**src/rtl/counter_pkg.sv**
```systemverilog
// counter_pkg: shared defaults for the free-running counter.
// Only parameter defaults live here. Each instance still sets WIDTH and
// RESET_VALUE through its own module parameters.
package counter_pkg;

  localparam int unsigned DEFAULT_WIDTH       = 8;
  localparam int unsigned DEFAULT_RESET_VALUE = 0;

endpackage : counter_pkg

```
**src/rtl/counter.sv**
```systemverilog
// counter: free-running WIDTH-bit up-counter with synchronous active-high reset.
//   out   (output, WIDTH) : current count, driven straight from the register
//   clk   (input)         : rising-edge clock
//   reset (input)         : synchronous, active-high; loads RESET_VALUE
// The port order (out, clk, reset) is kept so that positional instantiations
// written for the original block still connect correctly.
module counter
  import counter_pkg::*;
#(
  parameter int unsigned WIDTH       = DEFAULT_WIDTH,
  parameter int unsigned RESET_VALUE = DEFAULT_RESET_VALUE
) (
  output logic [WIDTH-1:0] out,
  input  logic             clk,
  input  logic             reset
);

  // RESET_VALUE is truncated to the counter width.
  localparam logic [WIDTH-1:0] RST_VAL = WIDTH'(RESET_VALUE);

  logic [WIDTH-1:0] count_q;
  logic [WIDTH-1:0] count_d;

  // Incrementer. It wraps modulo 2^WIDTH through natural overflow.
  always_comb begin
    count_d = count_q + WIDTH'(1);
  end

  // Count register. Reset takes priority over the increment.
  always_ff @(posedge clk) begin
    if (reset) begin
      count_q <= RST_VAL;
    end else begin
      count_q <= count_d;
    end
  end

  assign out = count_q;

endmodule : counter

```
**config.mk**
```make
export PLATFORM = sky130hd
export DESIGN_NAME = counter
export DESIGN_NICKNAME = d
export VERILOG_FILES = /design/src/rtl/counter_pkg.sv /design/src/rtl/counter.sv
export SDC_FILE = /design/constraint.sdc
export NUM_CORES = 1
export LEC_CHECK = 0
export ABC_AREA = 1
export BUFFER_PORTS_ARGS = -buffer_cell sky130_fd_sc_hd__buf_4
export CAP_MARGIN = 20
export CORE_AREA = 3 3 42 44
export CTS_BUF_LIST = sky130_fd_sc_hd__clkbuf_4 sky130_fd_sc_hd__clkbuf_8
export CTS_CLUSTER_SIZE = 8
export DETAILED_ROUTE_END_ITERATION = 7
export DIE_AREA = 0 0 45 47
export PLACE_DENSITY_LB_ADDON = 0.25
export SETUP_SLACK_MARGIN = 0.05
export SYNTH_ARGS = -nofsm -noshare
export SYNTH_HDL_FRONTEND = slang
export SYNTH_SLANG_ARGS = --single-unit
```
**constraint.sdc**
```tcl
create_clock -name clk -period 1.15 [get_ports clk]
set_input_delay 0.0575 -clock clk [delete_from_list [all_inputs] [get_ports clk]]
set_output_delay 0.0575 -clock clk [all_outputs]
set_load 0.1 [all_outputs]
```
==> implementation parameters, run 1 <==
Parameter                              Value

Power
  Worst vdd rail ir drop ... 0.675 mV
  Logic pwr share ... 16.4%
  Sw power ... 194 µW
  Leakage power ... 0.205 nW
  Cell area power density ... 1280 nW/µm²
  Switching Share ... 29.7%
  Pint ... around 460 µW
  Part of the total power dissipated in the clock network ... 39.3%
  Part of the total power dissipated in sequential elements ... 44.4%

Floorplanning
  Chip Height ... around 47 µm
  Die Area ... 2120 µm²
  Horizontal die dimension ... 45 µm
  Core Box Area ... roughly 1500 µm²
  Starting Density ... between 20% and 30%
  I/O pins ... 10
  # rows ... 14

GRT
  Gr busiest metal ... met2
  Fraction of met2 tracks used by global routing ... around an eighth
  Pin count of the biggest net entering global routing ... 7
  Global-route met1 utilization ... roughly a tenth
  Met3 track utilization from global routing ... 6.90%
  Vias in the first global route ... 303
  Number of antenna violations at the first check in global routing ... 0
  Total congestion overflow after global routing ... 0
  First-pass GRT wire length ... ~1.2 mm
  Tot GR Track Use ... 8.71%

Critical path
  WP buf/inv ... 1
  Top delay family on crit path ... flip-flops
  Startpoint kind of the worst setup timing path ... flop
  Depth of the worst register-to-register path ... 6
  Worst Path Required ... around 1100 ps
  Data arrival, critical path ... 920 ps
  Number of logic stages on the critical path including buffering ... 1
  Type of element capturing the critical path ... output port
  Cell-by-cell trace of the critical path ... buf_4
  Largest fanout on the critical path ... 5
  Largest stage delay, worst path ... 370 ps
  Cell type of the slowest stage on the worst timing path ... sky130_fd_sc_hd__dfxtp_4
  Class of the most critical setup path ... reg -> out

Status
  Run status ... finished, final reports clean

Final layout
  Leading cell types in the layout, fill and taps excluded ... sky130_fd_sc_hd__nand2_1, sky130_fd_sc_hd__buf_4, sky130_fd_sc_hd__nor2_1
  Final standard cell area without fillers ... 510 µm²
  Most common cell after layout, fill and taps aside ... sky130_fd_sc_hd__nand2_1
  Number of nets at the end of the flow ... 64
  Share of final-layout standard cells stronger than drive strength 1 ... 45.0%
  Max reg flops ... 8
  N_diodes ... 0
  Syn-to-layout area delta ... 48.9%

STA
  Count of pins over their slew limit ... 0
  Slew Limit Headroom ... between 80 and 90%
  Final Cycle Share ... 84.7%
  Finish-stage setup viols ... 0
  Post-route minimum period ... 974 ps
  Setup TNS after final layout ... 0 ps
  Fin. Hold Viols ... 0
  Highest Clock Rate ... 1.03 GHz
  Post-Route Skew ... approximately 4.6 ps
  Slew at the pin with the worst max-slew slack ... 279 ps
  Worst hold slack across all endpoints ... 452 ps
  Unrepaired setup endpoints after global routing ... no
  Final worst slack ... between 150 and 200 ps

Place
  GP Congestion ... 0.760
  Cell Area, Placed ... between 400 and 500 µm²
  Hpwl dp ... 529 µm
  Number of input and output port buffers inserted ... 9
  Worst setup timing slack at the placement stage ... 209 ps

Drt
  Iteration count of the initial detailed-routing pass ... 2
  Antenna Violating Nets Remaining ... 0
  Vias ... 315
  Wire length after detailed routing ... 681 µm
  1st-iter DRT viols ... 1
  Routed len/inst ... 8.96 µm
  Number of design rule violations left after detail routing ... 0
  Number of vias per cell ... 4.14

CTS
  Resized Gates After CTS ... 0
  H-tree depth ... 1
  Buffers from clock root to sink, at most ... 2
  Clock-pin slew of the registers on the worst-case setup and hold paths ... 50 ps
  Post-CTS Setup Bufs ... 0
  Clock buffer count from CTS ... 3
  CTS tree ... yes
  Hold buffers post-CTS ... 1
  Clock Tree Root ... sky130_fd_sc_hd__clkbuf_4
  Clock sinks ... 8
  Clock latency on the worst-skew pair ... 250 ps

Worst hold path
  Path type of the worst min-delay path ... reg -> reg
  Number of cells on the worst hold path ... 1

Synthesis
  Cell types with the largest area share after synthesis ... sky130_fd_sc_hd__dfxtp_1, sky130_fd_sc_hd__nand2_1, sky130_fd_sc_hd__nor2_1
  Post-synth net total ... 49
  Post-synthesis sequential element count ... 8
  Post-Synthesis Cell Area ... 343 µm²
  Area fraction in compound gates after synthesis ... between 5 and 6%
  Distinct cell type count of the synthesized netlist ... 13
  Post-synthesis cell count ... 46
  Proportion of netlist area held by the largest area contributor ... 46.7%
  Mean area per synthesized cell ... between 7 and 8 µm²
  Fraction of the mapped netlist area in adder cells ... 3.65%
  Main combinational cell family by area after synthesis ... simple AND/OR/NAND/NOR gates
  Multiplexer share of the synthesized area ... 0%
  Sequential fraction of the synthesis area ... 46.7%
  Xor and xnor area share after synthesis ... 0%
  Post-synthesis share of cell area spent on and, or, nand and nor gates ... 38.3%
  Number of warnings printed during yosys synthesis ... 0
  Largest area contributor in the synthesized netlist ... sky130_fd_sc_hd__dfxtp_1

Flow run
  Max Cap Viol ... 0
cells in the mapped netlist:
cell type	n
sky130_fd_sc_hd__nor2_2	3
sky130_fd_sc_hd__nand3b_1	1
sky130_fd_sc_hd__a21oi_1	3
sky130_fd_sc_hd__inv_1	5
sky130_fd_sc_hd__ha_1	1
sky130_fd_sc_hd__nand2_2	1
sky130_fd_sc_hd__dfxtp_1	8
sky130_fd_sc_hd__o21ai_0	1
sky130_fd_sc_hd__nor2_4	1
sky130_fd_sc_hd__nor3_1	1
sky130_fd_sc_hd__nand3_1	3
sky130_fd_sc_hd__nor2_1	8
sky130_fd_sc_hd__nand2_1	10
layer usage:
layer,wire length [µm],up-vias
met4,6,0
met3,55,2
met5,0,-
met2,329,9
met1,289,131
li1,-,173
kinds of logic after synthesis:
group / count (synthesis)
and+or+nand+nor: 28
DFF: 8
buffers and inverters: 5
AOI/OAI and AO/OA: 4
adders and majority gates: 1
final cells by class:
type | count | area (µm²)
Tap cell | 16 | 20.0
Sequential cell | 8 | 188
Multi-Input combinational cell | 33 | 176
Timing Repair Buffer | 10 | 77.6
Fill cell | 173 | 961
Inverter | 5 | 18.8
Clock buffer | 4 | 30.0
power by group through the flow:
stage	logic [mW]	clock network, mW	registers (mW)
after floorplan	0.0193	0	0.358
after global placement	0.105	0	0.296
after detailed placement	0.106	0	0.296
after CTS	0.108	0.269	0.290
after global routing	0.115	0.289	0.292
final	0.107	0.257	0.290
worst paths after layout:
| check | start | endpoint | slack [ps] |
|---|---|---|---|
| setup / recovery | out[0] | out[0] | 180 |
| hold / removal | out[0] | out[0] | 450 |
| setup reg to reg | out[0] | out[6] | 210 |
| hold reg to reg | out[0] | out[0] | 450 |
metrics by stage:
step	cells	util (%)	power (mW)
6_report	76	34.7	0.653
5_1_grt	76	34.7	0.696
4_1_cts	76	34.7	0.668
3_5_place_dp	71	32.0	0.402
3_3_place_gp	71	32.0	0.401
2_1_floorplan	46	-	0.377
No activity file was read; power rests on OpenSTA's default activity.
==> inputs of run 2 (changes only) <==
- clock period: 1.15 -> 0.8 ns (I/O delays scaled with it)
==> run 2 against run 1 <==
The flow now finishes with violations (setup timing). Total power grew 50%. Utilization is 8.2 points higher. Die area did not move. Clock power is 43% higher. First-iteration DRC count grew to 10 times the previous value. Critical endpoint is now out[6]. Largest cell class is now multi-input gates. Largest power group unchanged.
==> implementation parameters, run 2 (same netlist as run 1, synthesis figures left out) <==
Parameter                              Value

Status
  Run status ... finished with violations
  Violated checks ... setup timing

Power
  Part of the total power dissipated in the clock network ... 37.5%
  Leakage power ... ~0.26 nW
  Pint ... 688 µW
  Sw power ... 291 µW
  Part of the total power dissipated in sequential elements ... 42.8%
  Cell area power density ... ~1500 nW/µm²
  Switching Share ... 29.7%
  Overall power consumption ... roughly 1000 µW
  Logic pwr share ... a little under 20%
  Worst vdd rail ir drop ... 0.926 mV

Critical path
  Critical path's most frequent cell ... sky130_fd_sc_hd__nand2_1
  Startpoint kind of the worst setup timing path ... flop
  Class of the most critical setup path ... reg -> reg
  Largest fanout on the critical path ... 4
  Data arrival, critical path ... 1070 ps
  Cell-by-cell trace of the critical path ... ha_4 -> nand3_2 -> nor2_2 -> nand2_1 -> nand2_1 -> nor2_1
  WP buf/inv ... 0
  Largest stage delay, worst path ... 370 ps
  Top delay family on crit path ... flip-flops
  Worst Path Required ... 940 ps
  Type of element capturing the critical path ... flop
  Cell type of the slowest stage on the worst timing path ... sky130_fd_sc_hd__dfxtp_4

Place
  Hpwl dp ... 533 µm
  Number of input and output port buffers inserted ... 9
  GP Congestion ... between 0.6 and 0.7

STA
  Final Cycle Share ... 116%
  Slew Limit Headroom ... 84.8%
  Count of pins over their slew limit ... 0
  Setup TNS after final layout ... -912 ps
  Final worst slack ... -126 ps
  Unrepaired setup endpoints after global routing ... yes
  Slew at the pin with the worst max-slew slack ... 228 ps
  Post-Route Skew ... 7.50 ps
  Post-route minimum period ... 926 ps
  Fin. Hold Viols ... 0
  Finish-stage setup viols ... 13
  Highest Clock Rate ... 1.08 GHz
  Worst hold slack across all endpoints ... 59.8 ps

GRT
  Vias in the first global route ... 331
  Total congestion overflow after global routing ... 0
  Pin count of the biggest net entering global routing ... 7
  Tot GR Track Use ... 8.55%
  First-pass GRT wire length ... 1.30 mm
  Number of antenna violations at the first check in global routing ... 0

Final layout
  Filler cell count in the final layout ... 152
  Number of nets at the end of the flow ... 66
  Layout Utilization ... 42.9%
  Max reg flops ... 8
  Seq. cell area ... 188 µm²
  N_diodes ... 0
  Share of final-layout standard cells stronger than drive strength 1 ... between 50% and 60%
  Syn-to-layout area delta ... 84.3%
  Leading cell types in the layout, fill and taps excluded ... sky130_fd_sc_hd__nand2_1, sky130_fd_sc_hd__nor2_1, sky130_fd_sc_hd__dfxtp_4
  Combined area of the multi-input logic cells ... between 150 and 200 µm²
  Most common cell after layout, fill and taps aside ... sky130_fd_sc_hd__nand2_1

Worst hold path
  Path type of the worst min-delay path ... in -> reg

Drt
  Iteration count of the initial detailed-routing pass ... 4
  Vias ... 333
  1st-iter DRT viols ... 10
  Number of design rule violations left after detail routing ... 0
  Wire length after detailed routing ... 695 µm
  Routed len/inst ... 8.91 µm
  Antenna Violating Nets Remaining ... 0
  Number of vias per cell ... around 4.3

CTS
  H-tree depth ... 1
  Clock sinks ... 8
  Buffers from clock root to sink, at most ... 2
  Clock latency on the worst-skew pair ... 250 ps
  Clock buffer count from CTS ... 3
  Clock Tree Root ... sky130_fd_sc_hd__clkbuf_4
  CTS tree ... yes
  Clock-pin slew of the registers on the worst-case setup and hold paths ... 60 ps

Floorplanning
  Chip Height ... 47 µm
  Core Box Area ... 1470 µm²
  # rows ... 14
  Die Area ... 2120 µm²
  I/O pins ... 10
  Horizontal die dimension ... 45 µm
  Starting Density ... a little under a quarter

Flow run
  Max Cap Viol ... 0
==> run 2: stage by stage <==
step	cells	cell area, µm²	setup slack [ps]
2_1_floorplan	46	388	-365
3_3_place_gp	72	483	-123
3_5_place_dp	72	483	-140
4_1_cts	78	609	-148
5_1_grt	78	632	-175
6_report	78	632	-126
==> run 2: worst paths after layout <==
check	depth (start not counted)	start	slack, ps	endpoint
setup / recovery	6	out[0]	-130	out[6]
hold / removal	4	reset	60	out[5]
setup reg to reg	6	out[0]	-130	out[6]
hold reg to reg	3	out[6]	530	out[6]
==> run 2: per-layer routing <==
metal	part of all wire, %	global-route usage (%)
met1	49	10.5
met2	46	13.3
met3	4.3	3.45
met4	0.86	3.51
met5	0	0
==> run 2: worst reg2reg max path: cells and delay by family, from the launching register on <==
family	cells	cell delay (ps)
adder cells (fa/ha/maj)	1	150
AND/OR/NAND/NOR	5	300
flip-flops	1	370
==> run 2: repair_timing <==
item / 4_1_cts / 5_1_grt
hold buffers: 1 / 0
hold endpoints to repair: 5 / 0
pin swaps: 4 / 2
setup endpoints to repair: 15 / 16
buffers inserted: 1 / 0
gates resized for setup: 19 / 7
==> run 2: power by group through the flow <==
stage	sequential [mW]	clock [mW]	combinational, mW
2_1_floorplan	0.515	0	0.0326
3_3_place_gp	0.425	0	0.162
3_5_place_dp	0.424	0	0.163
4_1_cts	0.418	0.383	0.188
5_1_grt	0.421	0.417	0.204
6_report	0.419	0.368	0.192
==> run 2: cell type report <==
class | count | area share (%)
inverter | 5 | 2.97
clock buffer | 4 | 4.75
multi-input combinational | 33 | 31.5
tap | 16 | 3.17
sequential | 8 | 29.7
timing repair buffer | 12 | 27.9
==> inputs of run 3 (changes only) <==
- CAP_MARGIN: 20 -> 40
- PLACE_DENSITY_LB_ADDON: 0.25 -> not set
- SKIP_CTS_REPAIR_TIMING: not set -> 1
==> run 3 against run 2 <==
The run still ends with setup timing left. Clock-buffer cell count stayed put. Total power is 0.23% lower. Wire length is 9.2% higher. Clock skew is 0.73 ps higher. Sequential share of layout area is 1.0 points higher. Fmax is 3.9% lower. Final cell count stayed put. Global-route usage is 0.93 points lower. Sequential power is 1% lower. Die area stayed put. Register-to-register slack hardly changed. Final area is 3.4% lower. Critical path type is now reg -> out. Largest cell class is now sequential cells. Largest power group unchanged. Highest routed layer unchanged.
==> implementation parameters, run 3 (same netlist as run 1, synthesis figures left out) <==
Parameter                              Value

STA
  Final Cycle Share ... 121%
  Fin. Hold Viols ... 0
  Post-Route Skew ... 8.23 ps
  Highest Clock Rate ... around 1.0 GHz
  Worst hold slack across all endpoints ... around 45 ps
  Final worst slack ... -164 ps
  Unrepaired setup endpoints after global routing ... yes
  Post-route minimum period ... 964 ps
  Finish-stage setup viols ... 14
  Slew Limit Headroom ... between 80% and 90%
  Slew at the pin with the worst max-slew slack ... 280 ps
  Count of pins over their slew limit ... 0

CTS
  Clock buffer count from CTS ... 3
  Clock Tree Root ... sky130_fd_sc_hd__clkbuf_4
  Buffers from clock root to sink, at most ... 2
  Clock-pin slew of the registers on the worst-case setup and hold paths ... ~60 ps
  CTS tree ... yes
  Clock sinks ... 8
  H-tree depth ... 1
  Clock latency on the worst-skew pair ... 260 ps

GRT
  Pin count of the biggest net entering global routing ... 7
  Number of antenna violations at the first check in global routing ... 0
  Tot GR Track Use ... about 7.6%
  Vias in the first global route ... 298
  Total congestion overflow after global routing ... 0
  First-pass GRT wire length ... 1.11 mm

Critical path
  Class of the most critical setup path ... reg -> out
  Data arrival, critical path ... around 920 ps
  Top delay family on crit path ... flip-flops
  WP buf/inv ... 1
  Worst Path Required ... 760 ps
  Cell-by-cell trace of the critical path ... buf_4
  Largest fanout on the critical path ... 5
  Type of element capturing the critical path ... output port
  Largest stage delay, worst path ... 370 ps
  Startpoint kind of the worst setup timing path ... flop
  Cell type of the slowest stage on the worst timing path ... sky130_fd_sc_hd__dfxtp_4

Drt
  Routed len/inst ... 9.73 µm
  Antenna Violating Nets Remaining ... 0
  Iteration count of the initial detailed-routing pass ... 4
  Number of vias per cell ... 4.31
  Vias ... around 340
  Number of design rule violations left after detail routing ... 0
  1st-iter DRT viols ... 3
  Wire length after detailed routing ... 759 µm

Floorplanning
  Horizontal die dimension ... 45 µm
  Core Box Area ... 1470 µm²
  # rows ... 14
  Chip Height ... 47 µm
  I/O pins ... 10
  Die Area ... approximately 2100 µm²
  Starting Density ... 23.3%

Final layout
  N_diodes ... 0
  Filler cell count in the final layout ... 163
  Leading cell types in the layout, fill and taps excluded ... sky130_fd_sc_hd__nand2_1, sky130_fd_sc_hd__nor2_1, sky130_fd_sc_hd__dfxtp_4
  Number of nets at the end of the flow ... 66
  Layout Utilization ... 41.5%
  Share of final-layout standard cells stronger than drive strength 1 ... approximately 52%
  Most common cell after layout, fill and taps aside ... sky130_fd_sc_hd__nand2_1
  Max reg flops ... 8
  Syn-to-layout area delta ... 78.1%

Status
  Run status ... finished with violations
  Violated checks ... setup timing

Place
  Number of input and output port buffers inserted ... 9
  GP Congestion ... 0.745
  Hpwl dp ... 533 µm

Power
  Leakage power ... between 0.2 and 0.25 nW
  Worst vdd rail ir drop ... around 0.68 mV
  Cell area power density ... about 1600 nW/µm²

Flow run
  Max Cap Viol ... 0

Worst hold path
  Path type of the worst min-delay path ... in -> reg
-- run 3: stage by stage --
stage / setup WS, ps / power (mW) / setup TNS, ps / std cells / instance area, µm²
after floorplan: -365 / 0.547 / -1760 / 46 / 388
after global placement: -111 / 0.585 / -327 / 72 / 483
after detailed placement: -121 / 0.586 / -361 / 72 / 483
after CTS: -253 / 0.969 / -1820 / 76 / 513
after global routing: -223 / 1.03 / -1900 / 78 / 611
final: -164 / 0.977 / -1230 / 78 / 611
-- run 3: final timing paths --
| path | start | endpoint | slack (ps) | cells after the start |
|---|---|---|---|---|
| worst max-delay path | out[2] | out[2] | -160 | 1 |
| worst min-delay path | reset | out[6] | 50 | 4 |
| worst max register to register | out[1] | out[6] | -140 | 6 |
| worst min register to register | out[6] | out[6] | 520 | 2 |
-- run 3: final cells by class --
cell class / count / area, µm² / share of cell area (%)
repair buffers: 12 / 168 / 27.5
clock buffers: 4 / 30.0 / 4.92
multi-input cells: 33 / 186 / 30.5
inverters: 5 / 18.8 / 3.07
flip-flops and latches: 8 / 188 / 30.7
well taps: 16 / 20.0 / 3.28
-- run 3: metal layers --
layer  wire (µm)  track usage, %  part of all wire (%)  up-vias
met2         354            12.4                    47        9
met1         335            7.83                    44      144
li1            -               -                     -      180
met3          47            3.45                   6.2        3
met4          22            5.26                   2.9        0
met5           0               0                     0        -
-- run 3: where the power goes --
| group | switching (mW) | total (mW) | internal, mW |
|---|---|---|---|
| Sequential | 0.0178 | 0.415 | 0.397 |
| Clock | 0.152 | 0.378 | 0.226 |
| Combinational | 0.125 | 0.184 | 0.0594 |
